===== src/rtl/eth_axis_rx_arbiter.sv =====
// Packet-level round-robin merge of several Ethernet RX AXI-Stream channels
// into one tagged stream, with a per-packet stall watchdog.
module eth_axis_rx_arbiter #(
    parameter int CHANNELS   = 2,
    parameter int DATA_WIDTH = 64,
    parameter int KEEP_WIDTH = DATA_WIDTH / 8,
    parameter int ID_WIDTH   = 1,
    parameter int TIMEOUT    = 1024
) (
    input  logic                           clock,
    input  logic                           resetn,
    input  logic [CHANNELS-1:0]            enable,
    input  logic [CHANNELS*DATA_WIDTH-1:0] s_axis_tdata,
    input  logic [CHANNELS*KEEP_WIDTH-1:0] s_axis_tkeep,
    input  logic [CHANNELS-1:0]            s_axis_tlast,
    input  logic [CHANNELS-1:0]            s_axis_tuser,
    input  logic [CHANNELS-1:0]            s_axis_tvalid,
    output logic [CHANNELS-1:0]            s_axis_tready,
    output logic [DATA_WIDTH-1:0]          m_axis_tdata,
    output logic [KEEP_WIDTH-1:0]          m_axis_tkeep,
    output logic                           m_axis_tlast,
    output logic                           m_axis_tuser,
    output logic [ID_WIDTH-1:0]            m_axis_tid,
    output logic                           m_axis_tvalid,
    input  logic                           m_axis_tready,
    output logic                           busy,
    output logic                           abort_pulse
);

    localparam int CNT_W = (TIMEOUT > 0) ? $clog2(TIMEOUT + 1) : 1;

    typedef enum logic [1:0] {
        IDLE,
        PASS,
        DROP
    } state_t;

    state_t                state_q, state_d;
    logic [ID_WIDTH-1:0]   grant_q, grant_d;
    logic [ID_WIDTH-1:0]   last_grant_q, last_grant_d;
    logic [CNT_W-1:0]      cnt_q, cnt_d;
    logic [DATA_WIDTH-1:0] m_data_q, m_data_d;
    logic [KEEP_WIDTH-1:0] m_keep_q, m_keep_d;
    logic                  m_last_q, m_last_d;
    logic                  m_user_q, m_user_d;
    logic [ID_WIDTH-1:0]   m_id_q, m_id_d;
    logic                  m_valid_q, m_valid_d;
    logic                  abort_q, abort_d;

    logic [CHANNELS-1:0]   req;
    logic                  arb_found;
    logic [ID_WIDTH-1:0]   arb_grant;
    logic                  sel_valid;
    logic                  sel_last;
    logic                  sel_user;
    logic [DATA_WIDTH-1:0] sel_data;
    logic [KEEP_WIDTH-1:0] sel_keep;
    logic                  load_ok;
    logic                  grant_ready;

    assign load_ok = !m_valid_q || m_axis_tready;

    always_comb begin
        sel_valid = 1'b0;
        sel_last  = 1'b0;
        sel_user  = 1'b0;
        sel_data  = '0;
        sel_keep  = '0;
        for (int i = 0; i < CHANNELS; i++) begin
            if (grant_q == ID_WIDTH'(i)) begin
                sel_valid = s_axis_tvalid[i];
                sel_last  = s_axis_tlast[i];
                sel_user  = s_axis_tuser[i];
                sel_data  = s_axis_tdata[i*DATA_WIDTH +: DATA_WIDTH];
                sel_keep  = s_axis_tkeep[i*KEEP_WIDTH +: KEEP_WIDTH];
            end
        end
    end

    // Search starts just above the previous winner and wraps around.
    always_comb begin
        req       = s_axis_tvalid & enable;
        arb_found = 1'b0;
        arb_grant = last_grant_q;
        for (int k = 1; k <= CHANNELS; k++) begin
            for (int i = 0; i < CHANNELS; i++) begin
                if (!arb_found && req[i] &&
                    i == (int'(last_grant_q) + k) % CHANNELS) begin
                    arb_found = 1'b1;
                    arb_grant = ID_WIDTH'(i);
                end
            end
        end
    end

    always_comb begin
        state_d      = state_q;
        grant_d      = grant_q;
        last_grant_d = last_grant_q;
        cnt_d        = cnt_q;
        abort_d      = 1'b0;
        grant_ready  = 1'b0;
        m_data_d     = m_data_q;
        m_keep_d     = m_keep_q;
        m_last_d     = m_last_q;
        m_user_d     = m_user_q;
        m_id_d       = m_id_q;
        m_valid_d    = load_ok ? 1'b0 : m_valid_q;

        unique case (state_q)
            IDLE: begin
                if (arb_found) begin
                    grant_d      = arb_grant;
                    last_grant_d = arb_grant;
                    cnt_d        = '0;
                    state_d      = PASS;
                end
            end
            PASS: begin
                grant_ready = load_ok;
                if (sel_valid) begin
                    if (load_ok) begin
                        m_data_d  = sel_data;
                        m_keep_d  = sel_keep;
                        m_last_d  = sel_last;
                        m_user_d  = sel_user;
                        m_id_d    = grant_q;
                        m_valid_d = 1'b1;
                        cnt_d     = '0;
                        if (sel_last) begin
                            state_d = IDLE;
                        end
                    end
                end else if (TIMEOUT != 0 && cnt_q == CNT_W'(TIMEOUT)) begin
                    // Abort waits for a free output slot; it is never dropped.
                    if (load_ok) begin
                        m_data_d  = '0;
                        m_keep_d  = KEEP_WIDTH'(1);
                        m_last_d  = 1'b1;
                        m_user_d  = 1'b1;
                        m_id_d    = grant_q;
                        m_valid_d = 1'b1;
                        abort_d   = 1'b1;
                        state_d   = DROP;
                    end
                end else if (TIMEOUT != 0) begin
                    cnt_d = cnt_q + CNT_W'(1);
                end
            end
            DROP: begin
                grant_ready = 1'b1;
                if (sel_valid && sel_last) begin
                    state_d = IDLE;
                end
            end
            default: begin
                state_d = IDLE;
            end
        endcase
    end

    always_comb begin
        s_axis_tready = '0;
        for (int i = 0; i < CHANNELS; i++) begin
            s_axis_tready[i] = grant_ready && (grant_q == ID_WIDTH'(i));
        end
    end

    always_ff @(posedge clock or negedge resetn) begin
        if (!resetn) begin
            state_q      <= IDLE;
            grant_q      <= '0;
            last_grant_q <= ID_WIDTH'(CHANNELS - 1);
            cnt_q        <= '0;
            m_data_q     <= '0;
            m_keep_q     <= '0;
            m_last_q     <= 1'b0;
            m_user_q     <= 1'b0;
            m_id_q       <= '0;
            m_valid_q    <= 1'b0;
            abort_q      <= 1'b0;
        end else begin
            state_q      <= state_d;
            grant_q      <= grant_d;
            last_grant_q <= last_grant_d;
            cnt_q        <= cnt_d;
            m_data_q     <= m_data_d;
            m_keep_q     <= m_keep_d;
            m_last_q     <= m_last_d;
            m_user_q     <= m_user_d;
            m_id_q       <= m_id_d;
            m_valid_q    <= m_valid_d;
            abort_q      <= abort_d;
        end
    end

    assign m_axis_tdata  = m_data_q;
    assign m_axis_tkeep  = m_keep_q;
    assign m_axis_tlast  = m_last_q;
    assign m_axis_tuser  = m_user_q;
    assign m_axis_tid    = m_id_q;
    assign m_axis_tvalid = m_valid_q;
    assign busy          = (state_q != IDLE);
    assign abort_pulse   = abort_q;

endmodule


===== config.mk =====
export PLATFORM = sky130hd
export DESIGN_NAME = eth_axis_rx_arbiter
export DESIGN_NICKNAME = d
export VERILOG_FILES = /design/src/rtl/eth_axis_rx_arbiter.sv
export SDC_FILE = /design/constraint.sdc
export NUM_CORES = 1
export LEC_CHECK = 0
export BUFFER_PORTS_ARGS = -buffer_cell sky130_fd_sc_hd__buf_2
export CAP_MARGIN = 5
export CORE_ASPECT_RATIO = 1.75
export CORE_UTILIZATION = 49
export CTS_BUF_LIST = sky130_fd_sc_hd__clkbuf_8
export CTS_CLUSTER_SIZE = 14
export DETAILED_ROUTE_END_ITERATION = 8
export GPL_ROUTABILITY_DRIVEN = 0
export PLACE_DENSITY = 0.86
export SYNTH_ARGS = -nofsm -noshare
export SYNTH_HDL_FRONTEND = slang
export SYNTH_SLANG_ARGS = --single-unit

===== constraint.sdc =====
create_clock -name clock -period 3.1 [get_ports clock]
set_input_delay 0.465 -clock clock [delete_from_list [all_inputs] [get_ports clock]]
set_output_delay 0.465 -clock clock [all_outputs]
set_load 0.005 [all_outputs]

# ---- Word level (Yosys, flattened, before mapping)
# Cells that the tools add are included.
dict set report op_classes {
  add_sub_neg 3
  eq_ne 12
  muxes 53
  bitwise 4
  reduce_logical 26
}
# cell count
set op_table {}
lappend op_table {{$mux 64} 5}
lappend op_table {{$logic_not 32->1} 2}
lappend op_table {{$mux 11} 4}
lappend op_table {{$mux 8} 5}
lappend op_table {{$mux 1} 29}
lappend op_table {{$pmux 11 s2} 1}
lappend op_table {{$mux 2} 7}
lappend op_table {{$ne 3x3->1 const B} 4}
lappend op_table {{$add 11x1->11 const B} 1}
lappend op_table {{$eq 11x11->1 const B} 1}
lappend op_table {{$logic_and 1x1->1} 10}
lappend op_table {{$ne 2x2->1 const B} 3}
lappend op_table {{$pmux 2 s3} 1}
lappend op_table {{$reduce_bool 2->1} 3}
lappend op_table {{$reduce_and 5->1} 1}
lappend op_table {{$eq 2x2->1 const A} 2}
lappend op_table {{$logic_not 1->1} 4}
lappend op_table {{$reduce_and 2->1} 2}
lappend op_table {{$reduce_and 4->1} 1}
lappend op_table {{$reduce_and 3->1} 1}
lappend op_table {{$add 1x1->1 const B} 2}
lappend op_table {{$and 1x1->1 const A} 2}
lappend op_table {{$and 2x2->2} 1}
lappend op_table {{$eq 2x1->1 const B} 1}
lappend op_table {{other kinds (5)} 5}
dict set report totals {
  regBits 92
  elab_cells 109
}

# ---- Logic depth before layout (Yosys ltp)
dict set report logic_depth {
  ltp_word 19
  mapped_depth 9
  depth_no_buf 7
}

# ---- Worst setup path before layout
# OpenSTA, ideal clock, no wires.
dict set report synth_path {
  kind {register to register}
  start {register state_q[1]}
  end {register cnt_q[6]}
  setup_ns 0.066
  arrival_time_ns 1.961
  setup_slack_ns 1.073
  path_stages_with_launch 9
  n_path_buf 1
  period_less_slack_ns 2.027
  path_cell_list {dfrtp_1 inv_1 ha_1 clkbuf_1 and3b_1 a221oi_4 nand3_2 or4_1 nand2_1}
}
dict set report synth_between {
  elab_chain_len 3
  elab_cells_between_ends 8
}
# item line
set synth_rtl {}
lappend synth_rtl {{start: declaration} 38} ;# state_t state_q, state_d;
lappend synth_rtl {{start signal: assignment} 183} ;# state_q <= state_d;
lappend synth_rtl {{$eq 2x1->1 / $logic_not 2->1 (equally long branches)} 110} ;# unique case (state_q)
lappend synth_rtl {{$ne 3x3->1 (no line), or another cell as far along} -}
lappend synth_rtl {{$reduce_and 4->1 (no line)} -}
lappend synth_rtl {{end signal: assignment} 186} ;# cnt_q <= cnt_d;
lappend synth_rtl {{end: declaration} 41} ;# logic [CNT_W-1:0] cnt_q, cnt_d;
# Several ways; a longest one is shown, not always the timed one.
# A chain may end at the register's enable or synchronous reset.

# ---- Final worst setup path
dict set report layout_path {
  start {register grant_q}
  end {register cnt_q[6]}
}
dict set report layout_between {
  elab_chain_len 3
  elab_cells_between_ends 6
}
# item line
set layout_rtl {}
lappend layout_rtl {{start: declaration} 39} ;# logic [ID_WIDTH-1:0] grant_q, grant_d;
lappend layout_rtl {{start signal: assignment} 184} ;# grant_q <= grant_d;
lappend layout_rtl {{$mux 1 (*)} 70} ;# if (grant_q == ID_WIDTH'(i)) begin
lappend layout_rtl {{$ne 3x3->1 (no line) / $mux 11 (equally long branches)} -}
lappend layout_rtl {{$reduce_and 4->1 (no line) / $pmux 11 s2 (equally long branches)} -}
# Every way passes the cells marked *; elsewhere a longest branch is shown, timed or not.

==> impl_metrics.csv <==
group,metric,value,unit
yosys,yosys-mux-area-fraction,17.5,%
setup_path,worst_setup_path_end_kind,"register",
pwr,ir_drop,0.000457,V
pwr,power_leakage,3.05,nW
placement,placedInstanceArea,5710,sq um
routing,ant_nets,0,
global_routing,antenna_found_initial,0,
timing,max_freq,401,MHz
pwr,power,5.19,mW
timing,period_share,80.5,%
setup_path,cp_data_arrival_time,2.79,ns
yosys,synth_compound_area_share,12.1,%
min_path,hold_path_class,"in2async",
global_routing,grt_max_degree,54,
timing,finClkSkew,0.00790,ns
cts,post_cts_buffers,0,
timing,fin_ws,0.605,ns
setup_path,critPathLaunchType,"register",
yosys,synthTopCellsByCount,"dfrtp_1 (91), nand2_1 (90), o21ai_0 (80)",
final_layout,antenna-diode-count,0,
yosys,synth_edf_count,0,
routing,drc,0,
placement,post-place-ws,0.666,ns
yosys,synth_top_area_share,51.4,%
timing,period_minus_slack,2.50,ns
yosys,avgSynthCellArea,9.96,sq um
yosys,synth_seq_cells,92,
setup_path,path_class,"reg2reg",
floorplanning,num_rows,45,
yosys,netlist_area,4430,sq um
timing,setup_viol,0,
placement,portBuffers,234,
timing,slew_headroom,49.7,%
global_routing,grt_pass1_vias,4038,
cts,clkSinkCount,92,
routing,drt-total-wl,11.9,mm
placement,place_hpwl,9.07,mm
yosys,ys_warn_count,0,
yosys,netlist-cell-type-count,32,
routing,routedWlPerCell,15.1,um
yosys,synth_cells,445,
routing,initialDrtViolationCount,282,
floorplanning,coreArea,8730,sq um
yosys,synth_top_family_by_area,"multiplexers",
cts,post_cts_resize_count,0,
cts,htree_levels,3,
timing,worst_pin_slew,0.754,ns
global_routing,track_usage,26.0,%
pwr,power_density,881,nW/um^2
placement,place_inst,775,
cts,postCtsHoldBufs,0,
yosys,ys.flop_type,"dfrtp_1",
cts,cts_buffer_depth,2,
yosys,synth-xor-area-share,0.988,%
final_layout,layout.nets,829,
routing,firstDrtPassIters,5,
floorplanning,pin_count,235,
job,cap_violations,0,
timing,tns,0,ns
run_status,status,"complete, no violations",
yosys,syn_nets,605,
yosys,synthAdderAreaFrac,1.41,%
cts,clkLatencyLatePin,0.36,ns
floorplanning,start_util,50.8,%
final_layout,stdcell_area,5890,sq um
routing,via_per_inst,5.30,
final_layout,fin_cells,791,
yosys,synthSimpleGateAreaFrac,13.0,%
cts,cts_tree,"done",
yosys,synth_most_common_cell,"dfrtp_1",
setup_path,critPathMaxFanout,36,
floorplanning,fp.dieH,128,um
yosys,ys_seq_area_share,51.9,%
floorplanning,die_w,73.9,um
yosys,yosysTopAreaCell,"dfrtp_1",
global_routing,globalRouteOverflowTotal,0,
final_layout,layout-drive-gt1-share,38.9,%
yosys,synthArstFlopShare,100,%
routing,vias,4189,
cts,cts_buffers,9,
cts,clkSlewWorstSetupHoldPaths,0.09,ns
setup_path,cp.required,3.40,ns
yosys,synth.area.top_cells,"dfrtp_1 (51%), mux2i_1 (17%), o21ai_0 (9.0%), nand2_1 (7.6%), clkbuf_1 (1.8%)",
setup_path,r2r_cells,5,
timing,hold_violations,0,
timing,rsz0062_at_grt,"false",
floorplanning,die_area,9450,sq um
final_layout,area_growth,32.8,%
cts,cts_root_buffer,"clkbuf_8",
timing,report.final.slew_viol_count,0,
global_routing,grt_pass1_wl,18.6,mm
==> power breakdown <==
group          internal (mW)  leakage [nW]  switching, mW
Clock                  0.312        0.0897          0.419
Sequential              1.72          1.16          0.371
Combinational           1.06          1.80           1.30
Total                   3.10          3.05           2.09
==> worst paths after layout <==
kind	startpoint	endpoint	slack [ns]
min reg2reg	m_axis_tdata[15]	m_axis_tdata[15]	0.48
min	resetn	cnt_q[10]	0.12
max	grant_q	cnt_q[6]	0.60
max reg2reg	grant_q	cnt_q[6]	0.60
max in group asynchronous	resetn	m_axis_tdata[27]	2.22
min in group clock	s_axis_tdata[4]	m_axis_tdata[4]	0.39
==> cell type report <==
type,instances,area [sq um]
fillers,666,2840
flip-flops and latches,92,2310
multi-input cells,320,2000
repair buffers,240,1230
well taps,117,146
clock buffers,10,138
clock inverters,6,41.3
inverters,6,22.5
==> logic make-up after synthesis <==
| kind of cell | after synthesis |
|---|---|
| simple gates | 133 |
| compound gates | 100 |
| flops | 92 |
| mux | 77 |
| buf+inv | 33 |
| xor+xnor | 5 |
| fa+ha+maj | 5 |
==> through the flow <==
step	hold WS [ns]	utilization, %
after floorplan	0.169	-
after detailed placement	0.465	65.4
after global placement	0.458	65.4
after CTS	0.149	67.5
final	0.123	67.5
after global routing	0.177	67.5
==> critical path, cell delays in order, from the launching register on <==
cell and delay, ns:
dfrtp_4 0.80, mux2_4 0.39, a221oi_4 0.42, nand3_2 0.20, or4_1 0.52, nand2_1 0.09
==> cell usage in the layout (no fill, tap or decap), drive strengths merged, types with 2 or more instances in the layout <==
master,netlist,final
buf,6,240
dfrtp,91,91
a21oi,13,13
inv,6,7
xor2,5,5
nand4,6,6
clkbuf,21,10
clkinv,0,3
and2,3,3
ha,5,5
clkinvlp,0,2
o211ai,2,2
nand2,90,90
nand3,10,10
nor2,10,10
or3,3,3
nor4,2,2
and3,5,5
mux2i,76,76
o21ai,80,80
==> sequential cells by signal (all words and copies together) (netlist names), named ones only <==
register and flops:
m_axis_tdata 64, m_axis_tlast 1, m_axis_tuser 1, last_grant_q 1
abort_pulse 1, cnt_q 11, m_axis_tkeep 8, m_axis_tid 1
grant_q 1, state_q 2
==> metal layers <==
| metal | vias up | wire length [um] | share of wire [%] | track usage [%] |
|---|---|---|---|---|
| li1 | 1992 | - | - | - |
| met1 | 1959 | 4510 | 38 | 28.9 |
| met2 | 199 | 6350 | 53 | 45.9 |
| met3 | 39 | 685 | 5.7 | 5.66 |
| met4 | 0 | 404 | 3.4 | 11.9 |
| met5 | - | 0 | 0 | 0 |
Power figures use the tool's default switching activity.
